`src/rtl/store_pkg.sv`:
```
// store_pkg
//   Shared types for the store write path: store-type encoding as issued by
//   the control unit, the store FSM state set, the datapath word width and the
//   alignment rule that decides whether a store is rejected.
package store_pkg;

    localparam int WORD_W = 32;

    typedef enum logic [1:0] {
        ST_SW  = 2'b00,
        ST_SH  = 2'b01,
        ST_SB  = 2'b10,
        ST_BAD = 2'b11
    } store_type_e;

    typedef enum logic [2:0] {
        IDLE,
        READ,
        MERGE,
        WRITE,
        DONE,
        ERR
    } state_e;

    // A store is rejected when its type is undefined or its byte offset does
    // not fall on a natural boundary for its size. Byte stores always fit.
    function automatic logic is_bad_store(store_type_e t, logic [1:0] off);
        logic bad;
        case (t)
            ST_SW:   bad = (off != 2'b00);
            ST_SH:   bad = off[0];
            ST_SB:   bad = 1'b0;
            default: bad = 1'b1;
        endcase
        return bad;
    endfunction

endpackage

```
`src/rtl/lane_merge.sv`:
```
// lane_merge
//   Combinational little-endian lane insert for partial stores. Replaces the
//   byte or halfword lane selected by the byte offset with the low bits of
//   the store data; every other bit keeps the value of the old word.
//   Ports:
//     old_word    in   32  word read back from memory
//     data        in   32  store data (sh uses [15:0], sb uses [7:0])
//     byte_off    in   2   byte offset within the word
//     store_type  in   2   store kind (store_type_e)
//     new_word    out  32  merged word to write back
module lane_merge
    import store_pkg::*;
(
    input  logic [WORD_W-1:0] old_word,
    input  logic [WORD_W-1:0] data,
    input  logic [1:0]        byte_off,
    input  store_type_e       store_type,
    output logic [WORD_W-1:0] new_word
);

    always_comb begin
        new_word = old_word;
        case (store_type)
            ST_SW: new_word = data;
            ST_SH: begin
                if (byte_off[1]) new_word[31:16] = data[15:0];
                else             new_word[15:0]  = data[15:0];
            end
            ST_SB: begin
                case (byte_off)
                    2'd0:    new_word[7:0]   = data[7:0];
                    2'd1:    new_word[15:8]  = data[7:0];
                    2'd2:    new_word[23:16] = data[7:0];
                    default: new_word[31:24] = data[7:0];
                endcase
            end
            default: new_word = old_word;
        endcase
    end

endmodule

```
`src/rtl/store_unit.sv`:
```
// store_unit
//   Memory-side write path of the multicycle datapath. Accepts sw/sh/sb store
//   requests and turns them into single word writes on a word-addressed data
//   memory; sh/sb use read-modify-write. Misaligned or undefined stores are
//   rejected with a done+misaligned pulse and never touch memory.
//   Parameters:
//     MEM_LAT     data-memory read latency in cycles (1..4)
//   Ports:
//     clk         in   1   clock, rising edge
//     reset       in   1   asynchronous, active-low reset
//     req         in   1   store request, sampled only when idle
//     store_type  in   2   00=sw 01=sh 10=sb 11=invalid
//     addr        in   32  byte address of the store
//     wdata       in   32  store data
//     busy        out  1   operation in flight (through the done cycle)
//     done        out  1   one-cycle completion pulse
//     misaligned  out  1   one-cycle reject pulse, coincident with done
//     mem_addr    out  32  word-aligned memory address
//     mem_wr      out  1   one-cycle memory write strobe
//     mem_wdata   out  32  word written to memory
//     mem_rdata   in   32  memory read data
module store_unit
    import store_pkg::*;
#(
    parameter int MEM_LAT = 1
) (
    input  logic              clk,
    input  logic              reset,
    input  logic              req,
    input  logic [1:0]        store_type,
    input  logic [WORD_W-1:0] addr,
    input  logic [WORD_W-1:0] wdata,
    output logic              busy,
    output logic              done,
    output logic              misaligned,
    output logic [WORD_W-1:0] mem_addr,
    output logic              mem_wr,
    output logic [WORD_W-1:0] mem_wdata,
    input  logic [WORD_W-1:0] mem_rdata
);

    localparam int                CNT_W = $clog2(MEM_LAT + 1);
    localparam logic [CNT_W-1:0]  LAT_C = CNT_W'(MEM_LAT);

    state_e            state_q, state_d;
    logic [CNT_W-1:0]  cnt_q, cnt_d;
    logic [WORD_W-1:0] addr_q, addr_d;
    store_type_e       type_q, type_d;
    logic [WORD_W-1:0] data_q, data_d;
    logic [WORD_W-1:0] word_q, word_d;

    logic              busy_d, done_d, mis_d, mem_wr_d;
    logic [WORD_W-1:0] mem_addr_d, mem_wdata_d;

    logic [WORD_W-1:0] merged;
    store_type_e       req_type;

    assign req_type = store_type_e'(store_type);

    lane_merge u_lane_merge (
        .old_word   (word_q),
        .data       (data_q),
        .byte_off   (addr_q[1:0]),
        .store_type (type_q),
        .new_word   (merged)
    );

    // Every output is registered, so a state's outputs appear during the
    // cycle that follows it. The done pulse is therefore visible while the
    // FSM is already back in IDLE; gating acceptance on done keeps a request
    // seen in the done cycle from being taken.
    always_comb begin
        state_d     = state_q;
        cnt_d       = cnt_q;
        addr_d      = addr_q;
        type_d      = type_q;
        data_d      = data_q;
        word_d      = word_q;
        done_d      = 1'b0;
        mis_d       = 1'b0;
        mem_wr_d    = 1'b0;
        mem_addr_d  = mem_addr;
        mem_wdata_d = mem_wdata;

        case (state_q)
            IDLE: begin
                if (req && !done) begin
                    addr_d = addr;
                    type_d = req_type;
                    data_d = wdata;
                    word_d = wdata;
                    cnt_d  = '0;
                    if (is_bad_store(req_type, addr[1:0])) state_d = ERR;
                    else if (req_type == ST_SW)            state_d = WRITE;
                    else                                   state_d = READ;
                end
            end
            READ: begin
                mem_addr_d = {addr_q[WORD_W-1:2], 2'b00};
                if (cnt_q == LAT_C) begin
                    word_d  = mem_rdata;
                    state_d = MERGE;
                end else begin
                    cnt_d = cnt_q + 1'b1;
                end
            end
            MERGE: begin
                word_d  = merged;
                state_d = WRITE;
            end
            WRITE: begin
                mem_addr_d  = {addr_q[WORD_W-1:2], 2'b00};
                mem_wdata_d = word_q;
                mem_wr_d    = 1'b1;
                state_d     = DONE;
            end
            DONE: begin
                done_d  = 1'b1;
                state_d = IDLE;
            end
            ERR: begin
                done_d  = 1'b1;
                mis_d   = 1'b1;
                state_d = IDLE;
            end
            default: state_d = IDLE;
        endcase

        busy_d = (state_d != IDLE) || done_d;
    end

    always_ff @(posedge clk or negedge reset) begin
        if (!reset) begin
            state_q    <= IDLE;
            cnt_q      <= '0;
            addr_q     <= '0;
            type_q     <= ST_SW;
            data_q     <= '0;
            word_q     <= '0;
            busy       <= 1'b0;
            done       <= 1'b0;
            misaligned <= 1'b0;
            mem_addr   <= '0;
            mem_wr     <= 1'b0;
            mem_wdata  <= '0;
        end else begin
            state_q    <= state_d;
            cnt_q      <= cnt_d;
            addr_q     <= addr_d;
            type_q     <= type_d;
            data_q     <= data_d;
            word_q     <= word_d;
            busy       <= busy_d;
            done       <= done_d;
            misaligned <= mis_d;
            mem_addr   <= mem_addr_d;
            mem_wr     <= mem_wr_d;
            mem_wdata  <= mem_wdata_d;
        end
    end

endmodule

```
`config.mk`:
```
export PLATFORM = sky130hd
export DESIGN_NAME = store_unit
export DESIGN_NICKNAME = d
export VERILOG_FILES = /design/src/rtl/store_pkg.sv /design/src/rtl/lane_merge.sv /design/src/rtl/store_unit.sv
export SDC_FILE = /design/constraint.sdc
export NUM_CORES = 1
export LEC_CHECK = 0
export CAP_MARGIN = 20
export CORE_ASPECT_RATIO = 0.9
export CORE_MARGIN = 5
export CORE_UTILIZATION = 55
export CTS_CLUSTER_SIZE = 14
export DETAILED_ROUTE_END_ITERATION = 10
export PLACE_DENSITY_LB_ADDON = 0.25
export RECOVER_POWER = 50
export REMOVE_ABC_BUFFERS = 1
export SYNTH_ARGS = -nofsm -noshare
export SYNTH_HDL_FRONTEND = slang
export SYNTH_SLANG_ARGS = --single-unit
```
`constraint.sdc`:
```
create_clock -name clk -period 3.8 [get_ports clk]
set_input_delay 0.76 -clock clk [delete_from_list [all_inputs] [get_ports clk]]
set_output_delay 0.76 -clock clk [all_outputs]
set_load 0.02 [all_outputs]
```
; ---- After elaboration in Yosys (flattened, before gate mapping)
; Cells that the tools add are included.
; W data, S select, Z words.
[totals]
reg_bits = 168
latchBits = 0
mem_bits_rw = 0
mem_bits_ro = 0
input_bits = 101
mem_count = 0
[op_classes]
addsub = 1
multipliers = 0
div_mod_pow = 0
n_lt_le_gt_ge = 0
eq_ne = 20
shifts = 0
n_mux = 24
bitwise_logic = 0
reduce_logical = 20
[op_table]
columns = cell, n
row1 = $pmux W32 S3, 2
row2 = $mux W32, 2
row3 = $mux W16, 2
row4 = $mux W8, 4
row5 = $reduce_and A6 Y1, 4
row6 = $pmux W3 S4, 1
row7 = $mux W3, 3
row8 = $ne A3 B2 Y1 const B, 3
row9 = $ne A3 B3 Y1 const B, 3
row10 = $mux W1, 7
row11 = $eq A2 B1 Y1 const B, 3
row12 = $eq A2 B2 Y1 const B, 3
row13 = $eq A3 B2 Y1 const B, 2
row14 = $eq A3 B3 Y1 const B, 2
row15 = $logic_not A2 Y1, 3
row16 = $reduce_bool A3 Y1, 2
row17 = $ne A2 B2 Y1 const B, 2
row18 = $ne A4 B1 Y1 const B, 1
row19 = $reduce_and A2 Y1, 2
row20 = $reduce_bool A2 Y1, 2
row21 = $reduce_or A2 Y1, 2
row22 = $eq A3 B1 Y1 const B, 1
row23 = $logic_not A3 Y1, 1
row24 = $pmux W1 S3, 1
row25 = 7 further kinds, 7

; ---- Depth between registers and ports, before layout
; Gate-level depths: netlist (run 1).
[logic_depth]
ltp_word = 9
mapped_depth = 8
depth_no_buf = 6

; ---- Modules after synthesis
; A second synthesis (run 1) with hierarchy kept.
[hier_totals]
hier_cells = 706
area_unflattened_um2 = 8410.6
[by_module_without_submodules]
columns = module, instances, cells_each, area_each_um2, seq_area_each_um2
row1 = store_unit, 1, 597, 7627.3, 4204.0
row2 = lane_merge, 1, 109, 783.3, 0.0

; ---- Worst setup path before layout (run 1)
; OpenSTA, ideal clock, no wires.
[synth_timing]
path_type = input-to-reg
startpoint = input req
endpoint = register word_q[22]
setup_time_ns = 0.127
t_arrival_ns = 1.934
required_ns = 3.673
path_slack_ns = 1.739
cell_stages = 4
n_path_buf = 0
cell_sequence = or3b_1 a21oi_4 o211ai_2 mux2_1
[synth_via]
elab_chain_len = 3
[synth_lines]
columns = element, line
row1 = start: declaration, store_unit.sv:29  ; input logic req,
row2 = $logic_and A1 B1 Y1, store_unit.sv:87  ; if (req && !done) begin
row3 = $ne A2 B2 Y1 (no line), --
row4 = $reduce_and A6 Y1 (no line), --
row5 = end signal: assignment, store_unit.sv:152  ; word_q <= word_d;
row6 = end: declaration, store_unit.sv:50  ; logic [WORD_W-1:0] word_q, word_d;
; No other way between the ends.
; A chain may end at the register's enable or synchronous reset.

; ---- Worst setup path after layout (run 1)
[layout_timing]
startpoint = register state_q[2]
endpoint = register mem_addr[10]
[layout_via]
elab_chain_len = 2
[layout_lines]
columns = element, line
row1 = start: declaration, store_unit.sv:45  ; state_e state_q, state_d;
row2 = start signal: assignment, store_unit.sv:147  ; state_q <= state_d;
row3 = $eq A3 B1 Y1 or $eq A3 B2 Y1 (tied branches), store_unit.sv:85  ; case (state_q)
row4 = $reduce_or A2 Y1 (no line) *, --
row5 = end signal: assignment, store_unit.sv:156  ; mem_addr <= mem_addr_d;
row6 = end: declaration, store_unit.sv:36  ; output logic [WORD_W-1:0] mem_addr,
; Every way passes the cells marked *; elsewhere a longest branch is shown, timed or not.

==> flow_metrics.py, run 1 <==
metrics = {
    "run_status": {
        "status": "finished with violations",
        "violations": "capacitance limit, slew limit",
    },
    "setup_path": {
        "crit_path_top_delay_cell": "clkbuf_1",
        "cp_common_cell": "nand2_1",
        "crit_start": "state_q[2]$_DFF_PN0_",
        "reg2reg_slack_ns": 0.84,
        "end_kind": "flip-flop",
        "crit_chain": "buf_4 -> inv_1 -> nand2_1 -> clkbuf_1 -> nand2_1 -> nand2_1",
        "path_class": "reg2reg",
        "crit_fanout": 34,
        "critPathLaunchType": "flip-flop",
        "rr_startpoint": "state_q[2]$_DFF_PN0_",
        "arrival_ns": 3.32,
        "r2r-end": "mem_addr[10]$_DFFE_PN0P_",
        "cp_data_required_time_ns": 4.16,
        "endpoint": "mem_addr[10]$_DFFE_PN0P_",
        "cpPeakStageDelay_ns": 1.07,
        "rr_worst_depth": 6,
    },
    "sta": {
        "rsz0062_at_grt": "false",
        "finalHoldViolCount": 0,
        "tightest_slew_ns": 2.32,
        "hold_ws_ns": 0.464,
        "clock_skew_ns": 0.00874,
        "fin_crit_sh": 0.780,
        "fin_crit_ns": 2.96,
        "worst_slack_ns": 0.838,
        "slew_headroom": -0.547,
        "max_freq_mhz": 338,
        "final-setup-viol-count": 0,
        "fin_setup_tns_ns": 0,
        "slew_viol_final": 91,
    },
    "clock_network": {
        "postCtsSetupBuffers": 0,
        "postCtsHoldBufs": 0,
        "cts_resized": 0,
        "clock_path_buffers": 2,
        "clock_latency_ns": 0.43,
        "clk_pin_slew_worst_paths_ns": 0.06,
        "h-tree-depth": 4,
        "numCtsBuffers": 17,
        "cts_root_buffer": "clkbuf_16",
        "cts_sinks": 168,
        "cts_tree": "built",
    },
    "drt": {
        "drt_first_iter_violations": 380,
        "drtPass1Iterations": 5,
        "wl_per_cell_um": 17.0,
        "finalWirelength_um": 19200,
        "vias": 6260,
        "drc_errors": 0,
        "vias_per_cell": 5.55,
        "antenna_left": 0,
    },
    "logic_synthesis": {
        "seq_area_frac_synth": 0.550,
        "synth.distinct_cells": 47,
        "synth_seq_cells": 168,
        "avgSynthCellArea_sq_um": 9.53,
        "synth_area_sq_um": 7640,
        "synthCells": 802,
        "ys.warnings.count": 0,
    },
    "final_layout": {
        "fillers": 962,
        "final_util": 0.741,
        "stdcell_area_sq_um": 9970,
        "nets": 1050,
        "final_cell_mix": "nand2_1, dfrtp_1, clkdlybuf4s50_1",
        "final_common_cell": "nand2_1",
        "synthToLayoutAreaGrowth_pct": 30.5,
        "drive_gt1_frac": 0.103,
        "diodes": 0,
    },
    "global_routing": {
        "antenna_found_initial": 1,
        "grt-ovfl-total": 0,
        "grt_pass1_vias": 6110,
        "grt.total_usage": 0.239,
        "grt_max_degree": 92,
        "grt_first_pass_wirelength_um": 30800,
    },
    "placement": {
        "hpwl_um": 13100,
        "dp_slack_ns": 1.10,
        "port_buffers": 166,
        "place_congestion": 0.804,
        "postPlaceCellArea_sq_um": 9420,
    },
    "floorplanning": {
        "core_area_sq_um": 13500,
        "fp.dieW_um": 134,
        "initial_core_util": 0.568,
        "ioPinCount": 169,
        "dieArea_sq_um": 16400,
        "num_rows": 40,
        "die_height_um": 122,
    },
    "power": {
        "ir_drop_v": 0.000481,
        "p_per_area_nw_per_um2": 922,
        "p_leak_nw": 4.68,
    },
    "flow_run": {
        "max_cap_violations": 1,
    },
    "worst_hold_path": {
        "hp-class": "reg2reg",
    },
}
[cell type report]
class                      count  area [sq um]  area share
clock buffer                  24           482      0.0483
multi-input combinational    561          3140       0.315
sequential                   168          4200       0.422
timing repair buffer         179          1770       0.177
inverter                      19          71.3     0.00715
clock inverter                 8          95.1     0.00953
tap                          168           210      0.0211
[cell usage after synthesis, drive strengths merged]
master	number	area share
a31oi	4	0.0033
o21bai	1	0.00098
or3b	2	0.0023
o22ai	1	0.00082
ha	3	0.0049
a211oi	20	0.020
conb	1	0.00049
o21ai	23	0.016
nor4bb	1	0.0013
nand2b	2	0.0016
inv	19	0.0093
and3	2	0.0016
mux2i	9	0.012
a21oi	15	0.011
a221oi	8	0.0092
a32oi	6	0.0069
a221o	16	0.021
mux2	47	0.069
nand4	1	0.00082
a21o	2	0.0020
o2111ai	1	0.0011
buf	23	0.016
o21a	1	0.00098
nand3	1	0.00065
nor2b	4	0.0033
o211ai	13	0.017
nand2	303	0.15
dfrtp	168	0.55
nor2	45	0.022
or4	1	0.00098
clkbuf	32	0.016
a22oi	8	0.0079
o221ai	8	0.0092
nor3	4	0.0026
nor3b	7	0.0098
[how the worst min path moves through the flow]
stage	cells past startpoint	endpoint	from
global placement	2	mem_addr[15]$_DFFE_PN0P_	addr_q[15]$_DFFE_PN0P_
global route	2	mem_addr[18]$_DFFE_PN0P_	addr_q[18]$_DFFE_PN0P_
finish	2	mem_addr[18]$_DFFE_PN0P_	addr_q[18]$_DFFE_PN0P_
detailed placement	2	mem_addr[2]$_DFFE_PN0P_	addr_q[2]$_DFFE_PN0P_
floorplan	2	data_q[22]$_DFFE_PN0P_	data_q[22]$_DFFE_PN0P_
CTS	1	mem_wdata[2]$_DFFE_PN0P_	reset
[sequential cells by signal, summed over array words and instances (netlist names)]
register    cells
state_q         3
misaligned      1
type_q          2
data_q         32
addr_q         32
busy            1
word_q         32
mem_wdata      32
mem_wr          1
mem_addr       30
done            1
cnt_q           1
[per-layer routing]
| layer | routed length, um | vias up | track usage |
|---|---|---|---|
| li1 | - | 2997 | - |
| met1 | 8230 | 2994 | 0.319 |
| met2 | 8850 | 241 | 0.367 |
| met3 | 1820 | 26 | 0.0851 |
| met4 | 303 | 2 | 0.0776 |
| met5 | 11 | - | 0 |
[power breakdown]
| part | internal, mW | switching (mW) |
|---|---|---|
| clock network | 1.02 | 0.672 |
| registers | 2.66 | 0.556 |
| logic | 1.88 | 2.41 |
| total | 5.56 | 3.64 |
[metrics by stage]
stage / std cells / power (mW)
floorplan: 748 / 5.91
global placement: 1095 / 7.40
detailed placement: 1095 / 7.56
CTS: 1127 / 9.27
global route: 1127 / 9.82
finish: 1127 / 9.20
[critical path: cells and delay by family (launching register included)]
family / cells / cell delay, ns
flops: 1 / 0.56
simple gates: 3 / 0.49
buf+inv: 3 / 1.83
[kinds of logic (layout without fill, tap and decap cells)]
kind of cell             Yosys count  count (layout)  share of synthesized area
AND/OR/NAND/NOR                  373             373                      0.196
flip-flops                       168             168                      0.550
AO/OA/AOI/OAI                    127             127                      0.126
buffers and inverters             74             230                     0.0408
multiplexers                      56              56                     0.0811
adder cells (fa/ha/maj)            3               3                    0.00491
other                              1               2                   0.000491
Power figures use the tool's default switching activity.
==> run 2: changes to the inputs <==
Settings changed: CORE_UTILIZATION 55 to 51.
Clock period 3.8 ns to 3 ns, I/O delays scaled along.
==> run 2 against run 1 <==
Compared with the run above:
- the run now ends clean
- register-to-register slack lost 0.34 ns
- via count shrank 1.5%
- clock-buffer cell count shrank 1
- combinational power grew 26%
- fmax grew 19%
- die area grew 7.2%
- cell count grew 3.2%
- wire length shrank 0.23%
- critical path type unchanged
- critical endpoint is now addr_q[9]$_DFFE_PN0P_
- largest power group unchanged
==> flow_metrics.py, run 2 (synthesized netlist as in run 1, its figures left out) <==
metrics = {
    "power": {
        "intPower_mw": 7.27,
        "p_clk_frac": 0.199,
        "combPwrFrac": 0.457,
        "ir_drop_v": 0.000720,
        "p_per_area_nw_per_um2": 1170,
        "swShare": 0.386,
        "p_sw_mw": 4.58,
        "p_leak_nw": 4.75,
        "seq_power_share": 0.343,
    },
    "setup_path": {
        "critPathLaunchType": "flip-flop",
        "arrival_ns": 2.86,
        "crit_buf_inv": 1,
        "end_kind": "flip-flop",
        "crit_fanout": 36,
        "critPathTopFamily": "simple AND/OR/NAND/NOR gates",
        "cpPeakStageDelay_ns": 0.74,
        "crit_chain": "nor3_1 -> nand2b_1 -> clkbuf_2 -> nand2_1 -> nand2_1",
        "crit_path_top_delay_cell": "clkbuf_2",
        "cp_data_required_time_ns": 3.36,
        "path_class": "reg2reg",
        "cp_common_cell": "nand2_1",
    },
    "drt": {
        "vias": 6168,
        "antenna_left": 0,
        "vias_per_cell": 5.30,
        "wl_per_cell_um": 16.5,
        "drc_errors": 0,
        "finalWirelength_um": 19200,
        "drt_first_iter_violations": 498,
        "drtPass1Iterations": 5,
    },
    "clock_network": {
        "cts_sinks": 168,
        "clock_latency_ns": 0.43,
        "cts_tree": "built",
        "clock_path_buffers": 2,
        "numCtsBuffers": 17,
        "cts_root_buffer": "clkbuf_16",
        "h-tree-depth": 4,
        "postCtsSetupBuffers": 0,
        "cts_resized": 0,
        "clk_pin_slew_worst_paths_ns": 0.06,
        "postCtsHoldBufs": 0,
    },
    "global_routing": {
        "grt_use_met2": 0.348,
        "grt_max_degree": 58,
        "grt.total_usage": 0.225,
        "antenna_found_initial": 0,
        "busiest_layer": "met2",
        "grt_pass1_vias": 6226,
        "use_met1": 0.297,
        "grt-ovfl-total": 0,
        "grt_first_pass_wirelength_um": 31600,
        "gr-usage-met3": 0.0830,
    },
    "run_status": {
        "status": "finished clean",
    },
    "sta": {
        "clock_skew_ns": 0.00970,
        "fin_crit_ns": 2.50,
        "slew_headroom": 0.0447,
        "slew_viol_final": 0,
        "max_freq_mhz": 400,
        "final-setup-viol-count": 0,
        "rsz0062_at_grt": "false",
        "tightest_slew_ns": 1.43,
        "finalHoldViolCount": 0,
        "fin_crit_sh": 0.833,
    },
    "placement": {
        "hpwl_um": 13200,
        "port_buffers": 166,
        "placed_cells": 1132,
        "place_congestion": 0.843,
        "postPlaceCellArea_sq_um": 9510,
    },
    "floorplanning": {
        "dieArea_sq_um": 17500,
        "core_area_sq_um": 14700,
        "fp.dieW_um": 139,
        "initial_core_util": 0.519,
        "ioPinCount": 169,
        "die_height_um": 126,
        "num_rows": 42,
    },
    "final_layout": {
        "instances_no_fill": 1163,
        "stdcell_area_sq_um": 10100,
        "final_util": 0.686,
        "final_cell_mix": "nand2_1, dfrtp_1, clkdlybuf4s50_1",
        "nets": 1057,
        "diodes": 0,
        "drive_gt1_frac": 0.112,
        "final_common_cell": "nand2_1",
        "synthToLayoutAreaGrowth_pct": 32.1,
    },
    "flow_run": {
        "max_cap_violations": 0,
    },
    "worst_hold_path": {
        "hp-class": "reg2reg",
    },
}
run 2: final cells by class:
class                   count  area, sq um
flip-flops and latches    168         4210
repair buffers            186         1790
fillers                  1155         4620
inverters                  19         71.3
clock inverters             8          140
clock buffers              23          508
well taps                 198          248
multi-input cells         561         3130
run 2: final timing paths:
kind                                        start                       end  slack (ns)  depth (start not counted)
max in group asynchronous                   reset    word_q[11]$_DFFE_PN0P_        0.72                          2
min in group asynchronous                   reset  mem_wdata[0]$_DFFE_PN0P_        0.51                          1
setup / recovery             state_q[2]$_DFF_PN0_     addr_q[9]$_DFFE_PN0P_        0.50                          5
hold reg to reg            addr_q[13]$_DFFE_PN0P_  mem_addr[13]$_DFFE_PN0P_        0.46                          2
setup reg to reg             state_q[2]$_DFF_PN0_     addr_q[9]$_DFFE_PN0P_        0.50                          5
hold / removal             addr_q[13]$_DFFE_PN0P_  mem_addr[13]$_DFFE_PN0P_        0.46                          2
run 2: through the flow:
| stage | hold WS [ns] | TNS [ns] | power, mW | setup slack [ns] |
|---|---|---|---|---|
| 2_1_floorplan | 0.304 | -80.26 | 7.49 | -1.03 |
| 3_3_place_gp | 0.444 | 0 | 9.44 | 0.486 |
| 3_5_place_dp | 0.452 | 0 | 9.62 | 0.475 |
| 4_1_cts | 0.154 | 0 | 12.0 | 0.624 |
| 5_1_grt | 0.488 | 0 | 12.7 | 0.239 |
| 6_report | 0.464 | 0 | 11.8 | 0.502 |
run 2: per-layer routing:
layer  vias up  share of wire
li1       3010              -
met1      2929           0.44
met2       206           0.46
met3        23          0.083
met4         0          0.016
met5         -              0
run 2: tightest hold or removal path, cell delays in order, from the launching register on:
cell and delay (ns):
dfrtp_1 0.34, nand2_1 0.05, nand2_1 0.05
run 2: power by group through the flow:
stage                     Sequential [mW]  Combinational [mW]  Clock, mW
after floorplan                      4.50                2.99          0
final                                4.07                5.42       2.36
after detailed placement             4.09                5.52          0
after global routing                 4.20                6.00       2.50
after CTS                            4.07                5.55       2.41
after global placement               4.06                5.38          0
==> run 3: changes to the inputs <==
Clock period 3 ns to 2.48 ns, I/O delays scaled along.
==> run 3 against run 2 <==
Compared with the run above:
- the run now ends with capacitance limit, slew limit left
- design area hardly changed
- wire length is 0.23% higher
- hold slack worse by 0.038 ns
- clock power is 6% higher
- power is 19% higher
- die area stayed put
- largest power group unchanged
- register-to-register slack worse by 0.18 ns
==> flow_metrics.py, run 3 (synthesized netlist as in run 1, its figures left out) <==
metrics = {
    "power": {
        "p_clk_frac": 0.176,
        "p_leak_nw": 4.71,
        "intPower_mw": 8.54,
        "swShare": 0.396,
        "power.total_mw": 14.1,
        "seq_power_share": 0.344,
        "ir_drop_v": 0.000889,
        "combPwrFrac": 0.479,
        "p_sw_mw": 5.59,
        "p_per_area_nw_per_um2": 1400,
    },
    "sta": {
        "worst_slack_ns": 0.327,
        "rsz0062_at_grt": "false",
        "hold_ws_ns": 0.426,
        "fin_crit_ns": 2.15,
        "clock_skew_ns": 0.00952,
        "finalHoldViolCount": 0,
        "fin_crit_sh": 0.868,
        "tightest_slew_ns": 1.52,
        "max_freq_mhz": 464,
        "slew_headroom": -0.0122,
        "fin_setup_tns_ns": 0,
        "slew_viol_final": 55,
        "final-setup-viol-count": 0,
    },
    "clock_network": {
        "cts_root_buffer": "clkbuf_16",
        "postCtsSetupBuffers": 0,
        "cts_sinks": 168,
        "clock_latency_ns": 0.42,
        "clk_pin_slew_worst_paths_ns": 0.06,
        "numCtsBuffers": 17,
        "postCtsHoldBufs": 0,
        "clock_path_buffers": 2,
        "h-tree-depth": 4,
        "cts_resized": 0,
        "cts_tree": "built",
    },
    "floorplanning": {
        "ioPinCount": 169,
        "core_area_sq_um": 14700,
        "num_rows": 42,
        "initial_core_util": 0.519,
        "fp.dieW_um": 139,
        "dieArea_sq_um": 17500,
        "die_height_um": 126,
    },
    "placement": {
        "hpwl_um": 12900,
        "port_buffers": 166,
        "place_congestion": 0.857,
        "dp_slack_ns": 0.0491,
    },
    "setup_path": {
        "crit_buf_inv": 1,
        "crit_fanout": 8,
        "cpPeakStageDelay_ns": 0.41,
        "critPathLaunchType": "flip-flop",
        "cp_data_required_time_ns": 2.78,
        "arrival_ns": 2.45,
        "crit_chain": "inv_1 -> ha_1 -> nor3_1 -> o21ai_1 -> o211ai_2 -> mux2_1",
        "critPathTopFamily": "compound AO/OA/AOI/OAI gates",
        "end_kind": "flip-flop",
        "crit_path_top_delay_cell": "o21ai_1",
        "path_class": "reg2reg",
    },
    "global_routing": {
        "grt_first_pass_wirelength_um": 31400,
        "grt_max_degree": 57,
        "antenna_found_initial": 0,
        "grt_pass1_vias": 6133,
        "grt-ovfl-total": 0,
        "grt.total_usage": 0.223,
    },
    "drt": {
        "antenna_left": 0,
        "finalWirelength_um": 19200,
        "vias": 6246,
        "drt_first_iter_violations": 452,
        "vias_per_cell": 5.36,
        "drtPass1Iterations": 7,
        "drc_errors": 0,
        "wl_per_cell_um": 16.5,
    },
    "final_layout": {
        "ff_latch_area_sq_um": 4210,
        "drive_gt1_frac": 0.115,
        "final_common_cell": "nand2_1",
        "final_cell_mix": "nand2_1, dfrtp_1, clkdlybuf4s50_1",
        "synthToLayoutAreaGrowth_pct": 32.0,
        "nets": 1059,
        "diodes": 0,
        "multi_input_comb_area_sq_um": 3140,
        "final_util": 0.686,
        "fillers": 1166,
    },
    "worst_hold_path": {
        "hp-class": "in2async",
    },
    "run_status": {
        "violations": "capacitance limit, slew limit",
        "status": "finished with violations",
    },
    "flow_run": {
        "max_cap_violations": 1,
    },
}
==> run 3: cell types whose count changed in the layout (fill, tap and decap cells not counted), moves of 3 or more <==
cell	previous run	this run
clkbuf_8	6	3
buf_12	0	5
clkinvlp_4	0	3
dlygate4sd3_1	19	0
bufinv_16	4	1
clkdlybuf4s50_1	146	165
==> run 3: area by class of cell <==
type,instances,area share
Clock buffer,23,0.0474
Clock inverter,8,0.00719
Inverter,19,0.00707
Multi-Input combinational cell,561,0.311
Sequential cell,168,0.417
Tap cell,198,0.0246
Timing Repair Buffer,188,0.186
==> run 3: final timing paths <==
path | cells past startpoint | start | endpoint | slack [ns]
max in group asynchronous | 2 | reset | addr_q[13]$_DFFE_PN0P_ | 0.80
max | 6 | type_q[0]$_DFFE_PN0P_ | word_q[22]$_DFFE_PN0P_ | 0.33
min in group clk | 2 | addr_q[3]$_DFFE_PN0P_ | mem_addr[3]$_DFFE_PN0P_ | 0.46
min | 1 | reset | mem_wdata[1]$_DFFE_PN0P_ | 0.43
min reg2reg | 2 | addr_q[3]$_DFFE_PN0P_ | mem_addr[3]$_DFFE_PN0P_ | 0.46
max reg2reg | 6 | type_q[0]$_DFFE_PN0P_ | word_q[22]$_DFFE_PN0P_ | 0.33
==> run 3: power by group through the flow <==
stage	sequential, mW	combinational [mW]	clock [mW]
after floorplan	5.44	3.62	0
after global placement	4.86	6.64	0
after detailed placement	4.89	6.81	0
after CTS	4.87	6.86	2.54
after global routing	5.03	7.48	2.65
final	4.87	6.78	2.49
==> run 3: through the flow <==
stage | instances | instance area (sq um)
finish | 1165 | 10100
global route | 1165 | 10100
CTS | 1165 | 10100
detailed placement | 1134 | 9560
global placement | 1134 | 9560
floorplan | 748 | 7400
==> run 3: layer usage <==
layer,track usage,vias to the layer above,part of all wire
met1,0.303,2979,0.44
met2,0.342,233,0.46
met4,0.0759,0,0.018
li1,-,3006,-
met5,0,-,0
met3,0.0724,28,0.087
